## src/rtl/load_store_unit_pkg.sv

```systemverilog
// Shared definitions for the RV32I memory stage.
// Provides the load/store size encodings, the Result-mux select encoding,
// the LSU state enum, and helpers that check alignment and form store
// byte enables / lane-replicated store data.
package load_store_unit_pkg;

  typedef enum logic [2:0] {
    LT_LB  = 3'b000,
    LT_LH  = 3'b001,
    LT_LW  = 3'b010,
    LT_LBU = 3'b100,
    LT_LHU = 3'b101
  } Load_Type_Case;

  typedef enum logic [2:0] {
    ST_SB = 3'b000,
    ST_SH = 3'b001,
    ST_SW = 3'b010
  } Store_Type_Case;

  typedef enum logic [1:0] {
    RES_ALU = 2'b00,
    RES_MEM = 2'b01,
    RES_PC4 = 2'b10
  } Result_Mux_Case;

  typedef enum logic {
    IDLE = 1'b0,
    REQ  = 1'b1
  } LSU_State;

  // Undefined size encodings report as misaligned so they never reach memory.
  function automatic logic access_ok(input logic is_load, input logic [2:0] f3,
                                     input logic [1:0] off);
    logic ok;
    ok = 1'b0;
    if (is_load) begin
      case (f3)
        LT_LB, LT_LBU: ok = 1'b1;
        LT_LH, LT_LHU: ok = ~off[0];
        LT_LW:         ok = (off == 2'b00);
        default:       ok = 1'b0;
      endcase
    end else begin
      case (f3)
        ST_SB:   ok = 1'b1;
        ST_SH:   ok = ~off[0];
        ST_SW:   ok = (off == 2'b00);
        default: ok = 1'b0;
      endcase
    end
    return ok;
  endfunction

  function automatic logic [3:0] store_be(input logic [2:0] f3, input logic [1:0] off);
    logic [3:0] be;
    case (f3)
      ST_SB:   be = 4'b0001 << off;
      ST_SH:   be = 4'b0011 << off;
      default: be = 4'b1111;
    endcase
    return be;
  endfunction

  function automatic logic [31:0] store_wdata(input logic [2:0] f3, input logic [31:0] rd2);
    logic [31:0] wd;
    case (f3)
      ST_SB:   wd = {4{rd2[7:0]}};
      ST_SH:   wd = {2{rd2[15:0]}};
      default: wd = rd2;
    endcase
    return wd;
  endfunction

endpackage

```

## src/rtl/load_store_unit_extend.sv

```systemverilog
// load_extend: combinational lane select and sign/zero extension of a
// 32-bit read word.
//   rdata  : word returned by memory
//   off    : byte offset within the word (address bits [1:0])
//   funct3 : load size / signedness (Load_Type_Case)
//   data   : extended load result (0 for undefined encodings)
module load_extend
  import load_store_unit_pkg::*;
#(
  parameter int DATA_W = 32
) (
  input  logic [DATA_W-1:0] rdata,
  input  logic [1:0]        off,
  input  logic [2:0]        funct3,
  output logic [DATA_W-1:0] data
);

  logic [7:0]  byte_lane;
  logic [15:0] half_lane;

  always_comb begin
    byte_lane = rdata[{off, 3'b000} +: 8];
    half_lane = rdata[{off[1], 4'b0000} +: 16];
    case (funct3)
      LT_LB:   data = {{24{byte_lane[7]}}, byte_lane};
      LT_LBU:  data = {24'h000000, byte_lane};
      LT_LH:   data = {{16{half_lane[15]}}, half_lane};
      LT_LHU:  data = {16'h0000, half_lane};
      LT_LW:   data = rdata;
      default: data = '0;
    endcase
  end

endmodule

```

## src/rtl/load_store_unit.sv

```systemverilog
// load_store_unit: Memory stage of the 5-stage RV32I pipeline.
// Takes Execute results (in_*), runs a req/ready handshake to data memory
// for aligned loads/stores, and registers Writeback operands (out_*).
//   stall          : freeze upstream stages (issue cycle and REQ wait cycles)
//   dmem_*         : request/ready data-memory port, word-aligned address,
//                    byte enables and lane-replicated store data
//   out_*          : Writeback slot, out_load_data is the extended load word
//   out_misaligned : one-cycle flag for a misaligned/undefined access
module load_store_unit
  import load_store_unit_pkg::*;
#(
  parameter int ADDR_W = 32,
  parameter int DATA_W = 32
) (
  input  logic              clk,
  input  logic              rst,
  input  logic              in_valid,
  input  logic              in_mem_read,
  input  logic              in_mem_write,
  input  logic [2:0]        in_funct3,
  input  logic [31:0]       in_alu_result,
  input  logic [DATA_W-1:0] in_rd2,
  input  logic [31:0]       in_pc4,
  input  logic [4:0]        in_a3,
  input  logic              in_regw,
  input  logic [1:0]        in_result_sel,
  output logic              stall,
  output logic              dmem_req,
  output logic              dmem_we,
  output logic [ADDR_W-1:0] dmem_addr,
  output logic [3:0]        dmem_be,
  output logic [DATA_W-1:0] dmem_wdata,
  input  logic              dmem_ready,
  input  logic [DATA_W-1:0] dmem_rdata,
  output logic              out_valid,
  output logic [31:0]       out_alu_result,
  output logic [DATA_W-1:0] out_load_data,
  output logic [31:0]       out_pc4,
  output logic [4:0]        out_a3,
  output logic              out_regw,
  output logic [1:0]        out_result_sel,
  output logic              out_misaligned
);

  LSU_State state, state_nxt;

  logic       is_mem_p0, is_load_p0, aligned_p0, issue_p0;
  logic [1:0] off_p0;

  logic [ADDR_W-1:0] req_addr_p1;
  logic [1:0]        req_off_p1;
  logic [2:0]        req_funct3_p1;
  logic              req_we_p1;
  logic [3:0]        req_be_p1;
  logic [DATA_W-1:0] req_wdata_p1;
  logic [31:0]       req_alu_p1;
  logic [31:0]       req_pc4_p1;
  logic [4:0]        req_a3_p1;
  logic              req_regw_p1;
  logic [1:0]        req_sel_p1;
  logic [DATA_W-1:0] load_ext_p1;

  // ---- Stage p0: decode the Execute slot ----
  // A simultaneous read+write is treated as a read.
  assign is_mem_p0  = in_valid & (in_mem_read | in_mem_write);
  assign is_load_p0 = in_mem_read;
  assign off_p0     = in_alu_result[1:0];
  assign aligned_p0 = access_ok(is_load_p0, in_funct3, off_p0);

  always_ff @(posedge clk) begin
    if (rst) state <= IDLE;
    else     state <= state_nxt;
  end

  always_comb begin
    state_nxt = state;
    stall     = 1'b0;
    issue_p0  = 1'b0;
    case (state)
      IDLE: begin
        if (is_mem_p0 && aligned_p0) begin
          issue_p0  = 1'b1;
          stall     = 1'b1;
          state_nxt = REQ;
        end
      end
      REQ: begin
        // Upstream advances in the completion cycle.
        stall = ~dmem_ready;
        if (dmem_ready) state_nxt = IDLE;
      end
      default: state_nxt = IDLE;
    endcase
  end

  // ---- Stage p1: request register, held stable while in REQ ----
  always_ff @(posedge clk) begin
    if (issue_p0) begin
      req_addr_p1   <= {in_alu_result[ADDR_W-1:2], 2'b00};
      req_off_p1    <= off_p0;
      req_funct3_p1 <= in_funct3;
      req_we_p1     <= ~is_load_p0;
      req_be_p1     <= is_load_p0 ? 4'b1111 : store_be(in_funct3, off_p0);
      req_wdata_p1  <= store_wdata(in_funct3, in_rd2);
      req_alu_p1    <= in_alu_result;
      req_pc4_p1    <= in_pc4;
      req_a3_p1     <= in_a3;
      req_regw_p1   <= in_regw;
      req_sel_p1    <= in_result_sel;
    end
  end

  assign dmem_req   = (state == REQ);
  assign dmem_we    = dmem_req & req_we_p1;
  assign dmem_addr  = req_addr_p1;
  assign dmem_be    = req_be_p1;
  assign dmem_wdata = req_wdata_p1;

  load_extend #(.DATA_W(DATA_W)) u_load_extend (
    .rdata  (dmem_rdata),
    .off    (req_off_p1),
    .funct3 (req_funct3_p1),
    .data   (load_ext_p1)
  );

  // ---- Stage p2: Writeback register ----
  always_ff @(posedge clk) begin
    if (rst) begin
      out_valid      <= 1'b0;
      out_misaligned <= 1'b0;
      out_regw       <= 1'b0;
      out_alu_result <= '0;
      out_load_data  <= '0;
      out_pc4        <= '0;
      out_a3         <= '0;
      out_result_sel <= '0;
    end else if (state == IDLE) begin
      out_valid      <= in_valid & ~issue_p0;
      out_misaligned <= is_mem_p0 & ~aligned_p0;
      out_regw       <= in_valid & in_regw & ~is_mem_p0;
      out_alu_result <= in_alu_result;
      out_load_data  <= '0;
      out_pc4        <= in_pc4;
      out_a3         <= in_a3;
      out_result_sel <= in_result_sel;
    end else begin
      out_misaligned <= 1'b0;
      out_valid      <= dmem_ready;
      out_regw       <= dmem_ready & req_regw_p1;
      if (dmem_ready) begin
        out_alu_result <= req_alu_p1;
        out_load_data  <= req_we_p1 ? '0 : load_ext_p1;
        out_pc4        <= req_pc4_p1;
        out_a3         <= req_a3_p1;
        out_result_sel <= req_sel_p1;
      end
    end
  end

endmodule
```

## config.mk

```make
export PLATFORM = sky130hd
export DESIGN_NAME = load_store_unit
export DESIGN_NICKNAME = d
export VERILOG_FILES = /design/src/rtl/load_store_unit_pkg.sv /design/src/rtl/load_store_unit_extend.sv /design/src/rtl/load_store_unit.sv
export SDC_FILE = /design/constraint.sdc
export NUM_CORES = 1
export LEC_CHECK = 0
export ABC_CLOCK_PERIOD_IN_PS = 11400
export CAP_MARGIN = 5
export CELL_PAD_IN_SITES_DETAIL_PLACEMENT = 0
export CELL_PAD_IN_SITES_GLOBAL_PLACEMENT = 1
export CORE_MARGIN = 5
export CORE_UTILIZATION = 38
export CTS_CLUSTER_DIAMETER = 40
export DETAILED_ROUTE_END_ITERATION = 12
export PLACE_DENSITY_LB_ADDON = 0.1
export SYNTH_ARGS = -nofsm -noshare
export SYNTH_HDL_FRONTEND = slang
export SYNTH_SLANG_ARGS = --single-unit
export TNS_END_PERCENT = 10
```

## constraint.sdc

```tcl
create_clock -name clk -period 11.4 [get_ports clk]
set_clock_uncertainty 0.2 [all_clocks]
set_input_delay 2.28 -clock clk [delete_from_list [all_inputs] [get_ports clk]]
set_output_delay 2.28 -clock clk [all_outputs]
set_load 0.02 [all_outputs]
```

### Yosys cells after proc, flatten, opt, wreduce, memory -nomap -nowiden

Index checks and enable logic that the tools add are counted.

* output and inout port bits: 177
* register bits after elaboration: 251
* input port bits: 145

* equal/unequal tests: 9
* shift-type cells: 4
* reduce and logical (&&, ||, !) cells: 8
* bitwise logic cells: 15
* mux-type cells: 22

Operator list (count)
* $mux 32: 5
* $pmux 32 s5: 1
* $pmux 32 s2: 1
* $shiftx 32x6->16: 1
* $shiftx 32x6->8: 1
* $eq 3x3->1 const B: 4
* $mux 5: 2
* $pmux 4 s2: 1
* $reduce_or 2->1: 4
* $and 1x1->1: 7
* $not 1->1: 7
* $eq 3x1->1 const B: 2
* $eq 3x2->1 const B: 2
* $logic_not 3->1: 2
* $mux 1: 6
* $pmux 1 s3: 2
* $mux 2: 2
* $pmux 1 s2: 2
* $shl 1x2->4 const A: 1
* $shl 2x2->4 const A: 1
* $logic_not 2->1: 1
* $ne 2x2->1 const B: 1
* $logic_and 1x1->1: 1
* $or 1x1->1: 1

### Longest topological paths before layout

Gate-level depths: netlist of run 1.

* depth in word-level cells: 10
* depth in mapped cells: 6
* depth with buffers taken out: 5

### Cells and area by module

Synthesis of run 1 repeated with hierarchy kept, for this count alone.

* cell total of the unflattened synthesis: 794
* area, all modules: 9352.7 um2

Modules (own cells, without submodules)
* load_store_unit: cells an instance 685, area each 8567.0 um2, times used 1
* load_extend: cells an instance 109, area each 785.8 um2, times used 1

### Worst setup path after synthesis of run 1

No wires, ideal clock.

* kind: in2reg
* start point: input in_valid
* end point: register req_be_p1[0], in the netlist dmem_be[0], enable pin
* data required time: 10.734 ns
* stages on the path: 4
* library setup time: 0.466 ns
* slack: 5.798 ns
* data arrival time: 4.936 ns
* path buffers: 0
* cell sequence: nor2b_1 o21ai_0 nand2b_1 inv_1

* cells in the longest elaborated chain, start to end: 4

RTL lines
* from (decl): RTL line load_store_unit.sv:17 `input logic in_valid,`
* $and 1x1->1: RTL line load_store_unit.sv:65 `assign is_mem_p0 = in_valid & (in_mem_read | in_mem_write);`
* $logic_and 1x1->1: RTL line load_store_unit.sv:81 `if (is_mem_p0 && aligned_p0) begin`
* $mux 1: RTL line load_store_unit.sv:81
* $mux 1: RTL line load_store_unit.sv:79 `case (state)`
* net issue_p0: RTL line load_store_unit.sv:47 `logic is_mem_p0, is_load_p0, aligned_p0, issue_p0;`
* to (signal assigned): RTL line load_store_unit.sv:103 `req_be_p1 <= is_load_p0 ? 4'b1111 : store_be(in_funct3, off_p0);`
* to (decl): RTL line load_store_unit.sv:54 `logic [3:0] req_be_p1;`

The timed path passes the listed nets, and every way through them passes these cells.
A chain may end at the register's enable or synchronous reset.

### Final worst setup path of run 1

* start point: input in_funct3[0]
* end point: output stall

* cells in the longest elaborated chain, start to end: 7
* elaborated cells on any way between the ends: 13
* those cells by class: 4 x eq/ne; 5 x mux; 4 x reduce/logical

RTL lines
* from (decl): RTL line load_store_unit.sv:20 `input logic [2:0] in_funct3,`
* $eq 3x1->1 (tied with other cells): RTL line load_store_unit_pkg.sv:38, load_store_unit_pkg.sv:45
* $reduce_or 2->1: RTL line load_store_unit_pkg.sv:38 `case (f3)`
* $pmux 1 s3: RTL line load_store_unit_pkg.sv:38
* $mux 1 (*): RTL line load_store_unit_pkg.sv:37 `if (is_load) begin`
* $logic_and 1x1->1 (*): RTL line load_store_unit.sv:81
* $mux 1 (*): RTL line load_store_unit.sv:81
* $pmux 1 s2 (*): RTL line load_store_unit.sv:79
* to (decl): RTL line load_store_unit.sv:27 `output logic stall,`

Every way passes the cells marked *; elsewhere a longest branch is shown, timed or not.

==> results of run 1 <==
## critical path: stages
cell                              delay (ps)
sky130_fd_sc_hd__clkdlybuf4s50_1        1020
sky130_fd_sc_hd__a21oi_1                 150
sky130_fd_sc_hd__a22o_1                  300
sky130_fd_sc_hd__nand2b_1                170
sky130_fd_sc_hd__nand2_1                  70
sky130_fd_sc_hd__clkdlybuf4s50_1         570
## logic make-up (layout without fill, tap and decap cells)
| kind of cell | after synthesis | count (layout) | share of synthesized area |
|---|---|---|---|
| AND/OR/NAND/NOR | 161 | 161 | 0.0884 |
| flip-flops | 219 | 219 | 0.601 |
| AO/OA/AOI/OAI | 185 | 185 | 0.134 |
| buffers and inverters | 88 | 393 | 0.0566 |
| other | 1 | 2 | 0.000409 |
| multiplexers | 106 | 106 | 0.120 |
## metrics by stage
step           std cells  hold WS [ps]  power, mW  instance area, um^2  worst slack [ps]
6_report            1385           259       2.25                13600              4360
5_1_grt             1385           287       2.34                13600              4260
4_1_cts             1385           258       2.28                13600              4340
3_5_place_dp        1320           252       1.15                12300              4340
3_3_place_gp        1320           243       1.15                12300              4350
2_1_floorplan        761           305       1.02                 9170              5800
## cells in the final DEF (no fill, tap or decap), drive strengths merged, types with 2 or more instances in the layout
| cell type | count |
|---|---|
| clkbuf | 39 |
| and3b | 2 |
| clkinvlp | 2 |
| nor3b | 8 |
| buf | 8 |
| inv | 4 |
| dfxtp | 107 |
| o21ai | 32 |
| nand4 | 7 |
| nand2 | 19 |
| a211o | 8 |
| clkinv | 16 |
| nor2b | 20 |
| edfxtp | 112 |
| nor3 | 6 |
| a21oi | 59 |
| clkdlybuf4s50 | 317 |
| and2 | 2 |
| mux2i | 81 |
| conb | 2 |
| nor2 | 85 |
| nand2b | 7 |
| nand3 | 2 |
| a211oi | 72 |
| mux2 | 25 |
| bufinv | 7 |
| o211ai | 8 |
## cells in the mapped netlist (all sizes together), types with 8 or more instances
library cell  instances
edfxtp              112
dfxtp               107
nor2                 85
mux2i                81
a211oi               72
buf                  61
a21oi                59
o21ai                32
mux2                 25
clkbuf               24
nor2b                20
nand2                19
a211o                 8
nor3b                 8
o211ai                8
## path summary, 6_finish.rpt
kind	start	endpoint	slack, ps	depth (start not counted)
max reg2reg	dmem_req	out_load_data[22]	8120	5
min	out_load_data[6]	out_load_data[6]	260	2
max	in_funct3[0]	stall	4360	6
min reg2reg	out_load_data[6]	out_load_data[6]	260	2
## per-layer routing
metal	global-route usage	vias up	wire (um)
met1	0.230	3195	10600
met3	0.0784	47	2760
met5	0	-	13
met4	0.0454	2	523
met2	0.291	235	12200
li1	-	3338	-
## flip-flops by register name, indices dropped and copies added, names as in the netlist
register	flops
dmem_req	1
req_we_p1	1
out_valid	1
out_pc4	32
req_funct3_p1	3
req_a3_p1	5
dmem_wdata	32
dmem_be	4
out_misaligned	1
req_sel_p1	2
out_load_data	32
out_regw	1
req_regw_p1	1
out_result_sel	2
req_off_p1	1
out_alu_result	32
req_alu_p1	31
req_pc4_p1	32
out_a3	5
## power groups by stage
stage	logic [mW]	clock network (mW)	registers (mW)
global placement	0.245	0	0.901
detailed placement	0.246	0	0.901
CTS	0.247	1.15	0.886
global route	0.262	1.19	0.889
finish	0.244	1.12	0.886
floorplan	0.0920	0	0.926
## final cells by class
| cell class | count | area (um^2) | share of cell area |
|---|---|---|---|
| Sequential cell | 219 | 5510 | 0.406 |
| Timing Repair Buffer | 325 | 3230 | 0.238 |
| Multi-Input combinational cell | 454 | 3150 | 0.232 |
| Clock buffer | 39 | 933 | 0.0688 |
| Tap cell | 319 | 399 | 0.0294 |
| Clock inverter | 26 | 322 | 0.0237 |
| Inverter | 3 | 13.8 | 0.00102 |
==> flow_summary.rst, run 1 <==
.. list-table::
   :header-rows: 1

   * - Metric
     - Value
   * - Post CTS Setup Buffer Count
     - 0
   * - Clock Latency Late Sink
     - ~500 ps
   * - Highest achievable clock rate
     - around 0.14 GHz
   * - Global-route congestion overflow total
     - 0
   * - Width of the die
     - ~170 um
   * - Pin slew with the least headroom to its limit
     - around 1100 ps
   * - Antenna Violating Nets Remaining
     - 0
   * - Synth top area share
     - 0.367
   * - Register area share after synthesis
     - 0.601
   * - Cell area after synthesis
     - between 9000 and 10,000 um^2
   * - Top area cells in the synthesized netlist
     - sky130_fd_sc_hd__edfxtp_1 37%, sky130_fd_sc_hd__dfxtp_1 23%, sky130_fd_sc_hd__mux2i_1 8.8%, sky130_fd_sc_hd__a211oi_1 5.9%, sky130_fd_sc_hd__nor2_1 3.5%
   * - Power per unit of standard cell area
     - roughly 170 nW/um^2
   * - Area of the die
     - ~27,000 um^2
   * - Shortest clock period the worst path allows after layout
     - approximately 7000 ps
   * - Number of global-route vias before repair
     - between 6,000 and 7,000
   * - Area inside the core boundary
     - about 24,000 um^2
   * - Antenna violations before repair
     - 1
   * - Max capacitance violation total
     - 0
   * - Clock edge transition at the registers on the reported setup and hold paths
     - roughly 40 ps
   * - Die Y-Extent
     - 165 um
   * - Static leakage
     - between 4 and 5 nW
   * - Clock tree from TritonCTS
     - done
   * - Gpl congestion
     - 0.746
   * - Setup Total Neg Slack
     - 0 ps
   * - Number of warning messages in the yosys log
     - 0
   * - Endpoints failing setup
     - 0
   * - Maximum ir drop on the vdd rail
     - roughly 0.13 mV
   * - Net count of the finished layout
     - between 1,000 and 1,500
   * - Share of the clock period used by the worst path
     - 0.618
   * - Data arrival, critical path
     - roughly 4600 ps
   * - Switching power
     - a little over 0.5 mW
   * - Number of enable-type register cells in the synthesized netlist
     - about 110
   * - Maximum number of pins on one net before global-route repair
     - slightly above 90
   * - Post-synthesis instance total
     - between 700 and 800
   * - Post-synth top area cell
     - sky130_fd_sc_hd__edfxtp_1
   * - Run status
     - completed
   * - Post-CTS Hold Fix Bufs
     - 0
   * - Setup crit end kind
     - output pin
   * - Highest fanout seen on the critical path
     - 14
   * - Final-report hold violation count
     - 0
   * - Switching power as a share of total power
     - 0.227
   * - Detail Placement HPWL
     - approximately 18 mm
   * - Layout Utilization
     - 0.574
   * - Type of the most critical hold path
     - register to register
   * - Ratio of cells with drive above 1 in the final layout
     - 0.109
   * - Post-Syn Area per Cell
     - approximately 12 um^2
   * - Count of distinct cell types in the synthesized netlist
     - 46
   * - Pre-Repair DR Iteration Count
     - 5
   * - Overall track demand over capacity in global routing
     - 0.183
   * - Remaining routing DRC violations
     - 0
   * - Wire per inst
     - 18.8 um
   * - Number of H-tree levels
     - 2
   * - Effective utilization at floorplan
     - 0.388
   * - Buffer cell driving the clock tree root
     - sky130_fd_sc_hd__clkbuf_16
   * - Final Max Slew Viols
     - 0
   * - Buffer depth of the longest clock path
     - 3
   * - Num Clock Sinks
     - 219
   * - Clock share of power
     - 0.498
   * - Site Rows
     - between 50 and 60
   * - Wirelength, routed
     - about 26 mm
   * - Post-synthesis async set-or-reset flop share
     - 0
   * - Detailed router's first-iteration violation count
     - around 420
   * - Total number of vias
     - 6,817
   * - Cell Int Power
     - 1.74 mW
   * - RSZ-0062 raised after global routing
     - false
   * - Most used flip-flop cell after synthesis
     - sky130_fd_sc_hd__edfxtp_1
   * - Flop pwr share
     - 0.393
   * - Yosys reg bits
     - ~220
   * - Critical Path Start Type
     - input port
   * - Number of filler cells placed in the layout
     - 2,028
   * - Number of clock buffers inserted by TritonCTS
     - 37
   * - Worst slew margin relative to its limit
     - 0.281
   * - Layout-stage area growth over the synthesis result
     - 47.9%
   * - Logic gate share of total power
     - 0.108
   * - # resized after CTS
     - 0
   * - Kind of critical path
     - input port to output pin
   * - Wire length of the first global-routing pass
     - roughly 40 mm
   * - Number of top-level pins
     - between 300 and 400
   * - Antenna cell count
     - 0
   * - Via-to-Cell Ratio
     - 4.92
   * - Data required time at the worst endpoint
     - 8920 ps
   * - Count of port buffers added during placement
     - approximately 320
Note: power is estimated with default switching activity, not from simulation.
==> run 2, diff against run 1 <==
ABC_CLOCK_PERIOD_IN_PS = 7100   (was 11400)
CORE_UTILIZATION = 35   (was 38)
clock period = 7.1 ns   (was 11.4 ns; I/O delays follow)
==> flow_summary.rst, run 2 (same netlist as run 1, synthesis figures left out) <==
.. list-table::
   :header-rows: 1

   * - Metric
     - Value
   * - Number of H-tree levels
     - 2
   * - Filler-free cell count of the finished design
     - 1,404
   * - Buffer depth of the longest clock path
     - 3
   * - Final-report hold violation count
     - 0
   * - Effective utilization at floorplan
     - 0.354
   * - Number of global-route vias before repair
     - 7,007
   * - Gpl congestion
     - ~0.75
   * - Post CTS Setup Buffer Count
     - 0
   * - Overall power consumption
     - about 3.6 mW
   * - Net count of the finished layout
     - approximately 1,200
   * - Global-route congestion overflow total
     - 0
   * - Antenna violations before repair
     - 0
   * - Setup Total Neg Slack
     - 0 ps
   * - Die Y-Extent
     - roughly 170 um
   * - Number of clock buffers inserted by TritonCTS
     - 38
   * - Site Rows
     - between 50 and 60
   * - Wire length of the first global-routing pass
     - 40.1 mm
   * - Max capacitance violation total
     - 0
   * - Endpoints failing setup
     - 0
   * - Worst slew margin relative to its limit
     - 0.307
   * - Clock Latency Late Sink
     - roughly 500 ps
   * - Pin slew with the least headroom to its limit
     - between 1000 and 1500 ps
   * - Width of the die
     - approximately 170 um
   * - Antenna cell count
     - 0
   * - Commonest non-fill, non-tap cell in the layout
     - sky130_fd_sc_hd__clkdlybuf4s50_1
   * - Count of port buffers added during placement
     - roughly 320
   * - Area inside the core boundary
     - roughly 26,000 um^2
   * - Maximum ir drop on the vdd rail
     - 0.162 mV
   * - # resized after CTS
     - 0
   * - Data required time at the worst endpoint
     - roughly 5500 ps
   * - Commonest cells after routing, fill and taps aside
     - 317 x sky130_fd_sc_hd__clkdlybuf4s50_1, 112 x sky130_fd_sc_hd__edfxtp_1, 106 x sky130_fd_sc_hd__dfxtp_1
   * - Share of the clock period used by the worst path
     - 0.755
   * - Buffer cell driving the clock tree root
     - sky130_fd_sc_hd__clkbuf_16
   * - Detail Placement HPWL
     - about 18 mm
   * - Run status
     - completed
   * - Highest achievable clock rate
     - 0.186 GHz
   * - Post-CTS Hold Fix Bufs
     - 0
   * - Area of the die
     - just under 30,000 um^2
   * - RSZ-0062 raised after global routing
     - false
   * - Num Clock Sinks
     - ~220
   * - Cell total after placement
     - 1,337
   * - Type of the most critical hold path
     - register to register
   * - Layout-stage area growth over the synthesis result
     - 48.3%
   * - Static leakage
     - 4.97 nW
   * - Clock edge transition at the registers on the reported setup and hold paths
     - 50 ps
   * - Antenna Violating Nets Remaining
     - 0
   * - Maximum number of pins on one net before global-route repair
     - between 90 and 100
   * - Clock tree from TritonCTS
     - done
   * - Final worst setup slack
     - 1740 ps
   * - Detailed router's first-iteration violation count
     - 332
   * - Power per unit of standard cell area
     - between 200 and 300 nW/um^2
   * - Kind of critical path
     - input port to output pin
   * - Overall track demand over capacity in global routing
     - 0.172
   * - Total number of vias
     - between 6,000 and 7,000
   * - Placement Setup Slack
     - about 1800 ps
   * - Critical Path Start Type
     - input port
   * - Remaining routing DRC violations
     - 0
   * - Setup crit end kind
     - output pin
   * - Pre-Repair DR Iteration Count
     - 4
   * - Final Max Slew Viols
     - 0
   * - Layout Utilization
     - 0.525
   * - Highest fanout seen on the critical path
     - 14
   * - Ratio of cells with drive above 1 in the final layout
     - 0.113
   * - Via-to-Cell Ratio
     - a little under 5
   * - Wire per inst
     - approximately 19 um
   * - Data arrival, critical path
     - between 3000 and 4000 ps
   * - Number of top-level pins
     - approximately 320
   * - Shortest clock period the worst path allows after layout
     - 5360 ps
   * - Wirelength, routed
     - between 20 and 30 mm
## run 2: area by class of cell
| class | instances | area, um^2 |
|---|---|---|
| multi-input cells | 454 | 3150 |
| clock inverters | 21 | 253 |
| well taps | 335 | 419 |
| fillers | 2283 | 12300 |
| inverters | 3 | 13.8 |
| flip-flops and latches | 219 | 5510 |
| clock buffers | 46 | 1010 |
| repair buffers | 326 | 3240 |
## run 2: power by group
| part | internal [mW] | switching (mW) |
|---|---|---|
| clock network | 1.19 | 0.610 |
| logic | 0.199 | 0.195 |
| registers | 1.39 | 0.0315 |
## run 2: worst max-delay path, cell delays in order
cell	delay, ps
sky130_fd_sc_hd__clkdlybuf4s50_1	1040
sky130_fd_sc_hd__a21oi_1	150
sky130_fd_sc_hd__a22o_1	300
sky130_fd_sc_hd__nand2b_1	160
sky130_fd_sc_hd__nand2_1	80
sky130_fd_sc_hd__clkdlybuf4s50_1	580
## run 2: routing by layer
metal	track usage	wire (um)
met3	0.0689	2730
met5	0	0
met2	0.264	12200
met1	0.226	11500
met4	0.0513	671
## run 2: path summary, 6_finish.rpt
path,from,end,slack [ps],depth (start not counted)
max,in_funct3[0],stall,1740,6
min,out_load_data[12],out_load_data[12],260,1
max reg2reg,dmem_req,dmem_wdata[14],4140,5
min reg2reg,out_load_data[12],out_load_data[12],260,1
## run 2: per-stage QoR
step	instance area (um^2)	hold slack [ps]
floorplan	9170	305
global placement	12300	244
detailed placement	12300	249
CTS	13600	261
global route	13600	279
finish	13600	259
==> run 3, diff against run 2 <==
ABC_CLOCK_PERIOD_IN_PS = 5600   (was 7100)
clock period = 5.6 ns   (was 7.1 ns; I/O delays follow)
==> flow_summary.rst, run 3 (same netlist as run 1, synthesis figures left out) <==
.. list-table::
   :header-rows: 1

   * - Metric
     - Value
   * - Shortest clock period the worst path allows after layout
     - about 4300 ps
   * - Clock Latency Late Sink
     - 480 ps
   * - Area of all placed cells without fillers
     - between 10,000 and 15,000 um^2
   * - Number of top-level pins
     - between 300 and 400
   * - Worst slew margin relative to its limit
     - 0.291
   * - Antenna cell count
     - 0
   * - Data arrival, critical path
     - just over 3000 ps
   * - Number of clock buffers inserted by TritonCTS
     - 37
   * - Power per unit of standard cell area
     - 340 nW/um^2
   * - Net count of the finished layout
     - about 1,200
   * - Setup Total Neg Slack
     - 0 ps
   * - Final-report hold violation count
     - 0
   * - Ratio of cells with drive above 1 in the final layout
     - 0.112
   * - Pre-Repair DR Iteration Count
     - 4
   * - Layout-stage area growth over the synthesis result
     - 48.7%
   * - Clock tree from TritonCTS
     - done
   * - Count of port buffers added during placement
     - 319
   * - Highest fanout seen on the critical path
     - 14
   * - Type of the most critical hold path
     - register to register
   * - Data required time at the worst endpoint
     - around 4300 ps
   * - Commonest non-fill, non-tap cell in the layout
     - sky130_fd_sc_hd__clkdlybuf4s50_1
   * - Wire length of the first global-routing pass
     - 39.9 mm
   * - Maximum ir drop on the vdd rail
     - between 0.2 and 0.3 mV
   * - Highest achievable clock rate
     - approximately 0.23 GHz
   * - Kind of critical path
     - input port to output pin
   * - Setup crit end kind
     - output pin
   * - Via-to-Cell Ratio
     - ~5
   * - Total placed instance area
     - roughly 12,000 um^2
   * - Area of the die
     - a little under 30,000 um^2
   * - Number of global-route vias before repair
     - slightly below 7,000
   * - RSZ-0062 raised after global routing
     - false
   * - # resized after CTS
     - 0
   * - Critical Path Start Type
     - input port
   * - Clock edge transition at the registers on the reported setup and hold paths
     - roughly 40 ps
   * - Wire per inst
     - 18.9 um
   * - Static leakage
     - ~5 nW
   * - Post CTS Setup Buffer Count
     - 0
   * - Commonest cells after routing, fill and taps aside
     - 317 x sky130_fd_sc_hd__clkdlybuf4s50_1, 112 x sky130_fd_sc_hd__edfxtp_1, 106 x sky130_fd_sc_hd__dfxtp_1
   * - Width of the die
     - ~170 um
   * - Final Max Slew Viols
     - 0
   * - Buffer cell driving the clock tree root
     - sky130_fd_sc_hd__clkbuf_16
   * - Gpl congestion
     - around 0.77
   * - Final worst setup slack
     - ~1300 ps
   * - Total number of vias
     - 6,835
   * - Post-CTS Hold Fix Bufs
     - 0
   * - Met2 Wirelength
     - about 12 mm
   * - Remaining routing DRC violations
     - 0
   * - Pin slew with the least headroom to its limit
     - ~1100 ps
   * - Max capacitance violation total
     - 0
   * - Run status
     - completed
   * - Overall track demand over capacity in global routing
     - 0.171
   * - Antenna Violating Nets Remaining
     - 0
   * - Detailed router's first-iteration violation count
     - approximately 310
   * - Die Y-Extent
     - about 170 um
   * - Wirelength, routed
     - around 27 mm
   * - Effective utilization at floorplan
     - 0.354
   * - Maximum number of pins on one net before global-route repair
     - 79
   * - Area inside the core boundary
     - around 26,000 um^2
   * - Global-route congestion overflow total
     - 0
   * - Site Rows
     - 59
   * - Max layer used
     - met5
   * - Number of H-tree levels
     - 2
   * - Met3 wirelength from detailed routing
     - 2.81 mm
   * - Detail Placement HPWL
     - about 18 mm
   * - Buffer depth of the longest clock path
     - 3
   * - Met1 layer wirelength in the final routing
     - ~11 mm
   * - Placement Setup Slack
     - approximately 1200 ps
   * - Antenna violations before repair
     - 1
   * - Endpoints failing setup
     - 0
   * - Num Clock Sinks
     - ~220
   * - Share of the clock period used by the worst path
     - 0.775
==> run 3: cell count changes in the layout (fill, tap and decap cells not counted), sizes merged <==
cell,delta
clkbuf,-2
buf,+1
inv,+5
bufinv,+2
clkinv,-3
clkinvlp,-4
==> run 3: through the flow <==
| step | std cells | hold slack [ps] | util | power (mW) |
|---|---|---|---|---|
| 2_1_floorplan | 761 | 305 | - | 2.07 |
| 3_3_place_gp | 1338 | 243 | 0.477 | 2.34 |
| 3_5_place_dp | 1338 | 252 | 0.477 | 2.34 |
| 4_1_cts | 1403 | 262 | 0.526 | 4.70 |
| 5_1_grt | 1403 | 276 | 0.526 | 4.82 |
| 6_report | 1403 | 263 | 0.526 | 4.64 |
==> run 3: path summary, 6_finish.rpt <==
kind / start / end / slack (ps) / cells after the start
worst min register to register: out_load_data[14] / out_load_data[14] / 260 / 1
worst max-delay path: in_funct3[0] / stall / 1260 / 7
worst min-delay path: out_load_data[14] / out_load_data[14] / 260 / 1
worst max register to register: dmem_req / req_pc4_p1[24] / 2810 / 5
==> run 3: critical path, cell delays in order <==
cell and delay (ps):
sky130_fd_sc_hd__clkdlybuf4s50_1 460, sky130_fd_sc_hd__buf_4 260, sky130_fd_sc_hd__a21oi_1 100, sky130_fd_sc_hd__a22o_1 280, sky130_fd_sc_hd__nand2b_1 160, sky130_fd_sc_hd__nand2_1 80, sky130_fd_sc_hd__clkdlybuf4s50_1 550
==> run 3: final cells by class <==
cell class,instances,area (um^2)
clock buffer,44,982
clock inverter,21,300
fill,2292,12300
inverter,3,13.8
multi-input combinational,454,3150
sequential,219,5510
tap,335,419
timing repair buffer,327,3260
==> run 3: report_power, final <==
group	internal, mW	leakage (nW)	switching (mW)
registers	1.76	1.91	0.0402
logic	0.253	2.46	0.245
clock network	1.58	0.631	0.762
==> run 3: per-layer routing <==
metal	vias up	GRT usage
li1	3359	-
met1	3182	0.222
met2	252	0.264
met3	40	0.0712
met4	2	0.0506
met5	-	0
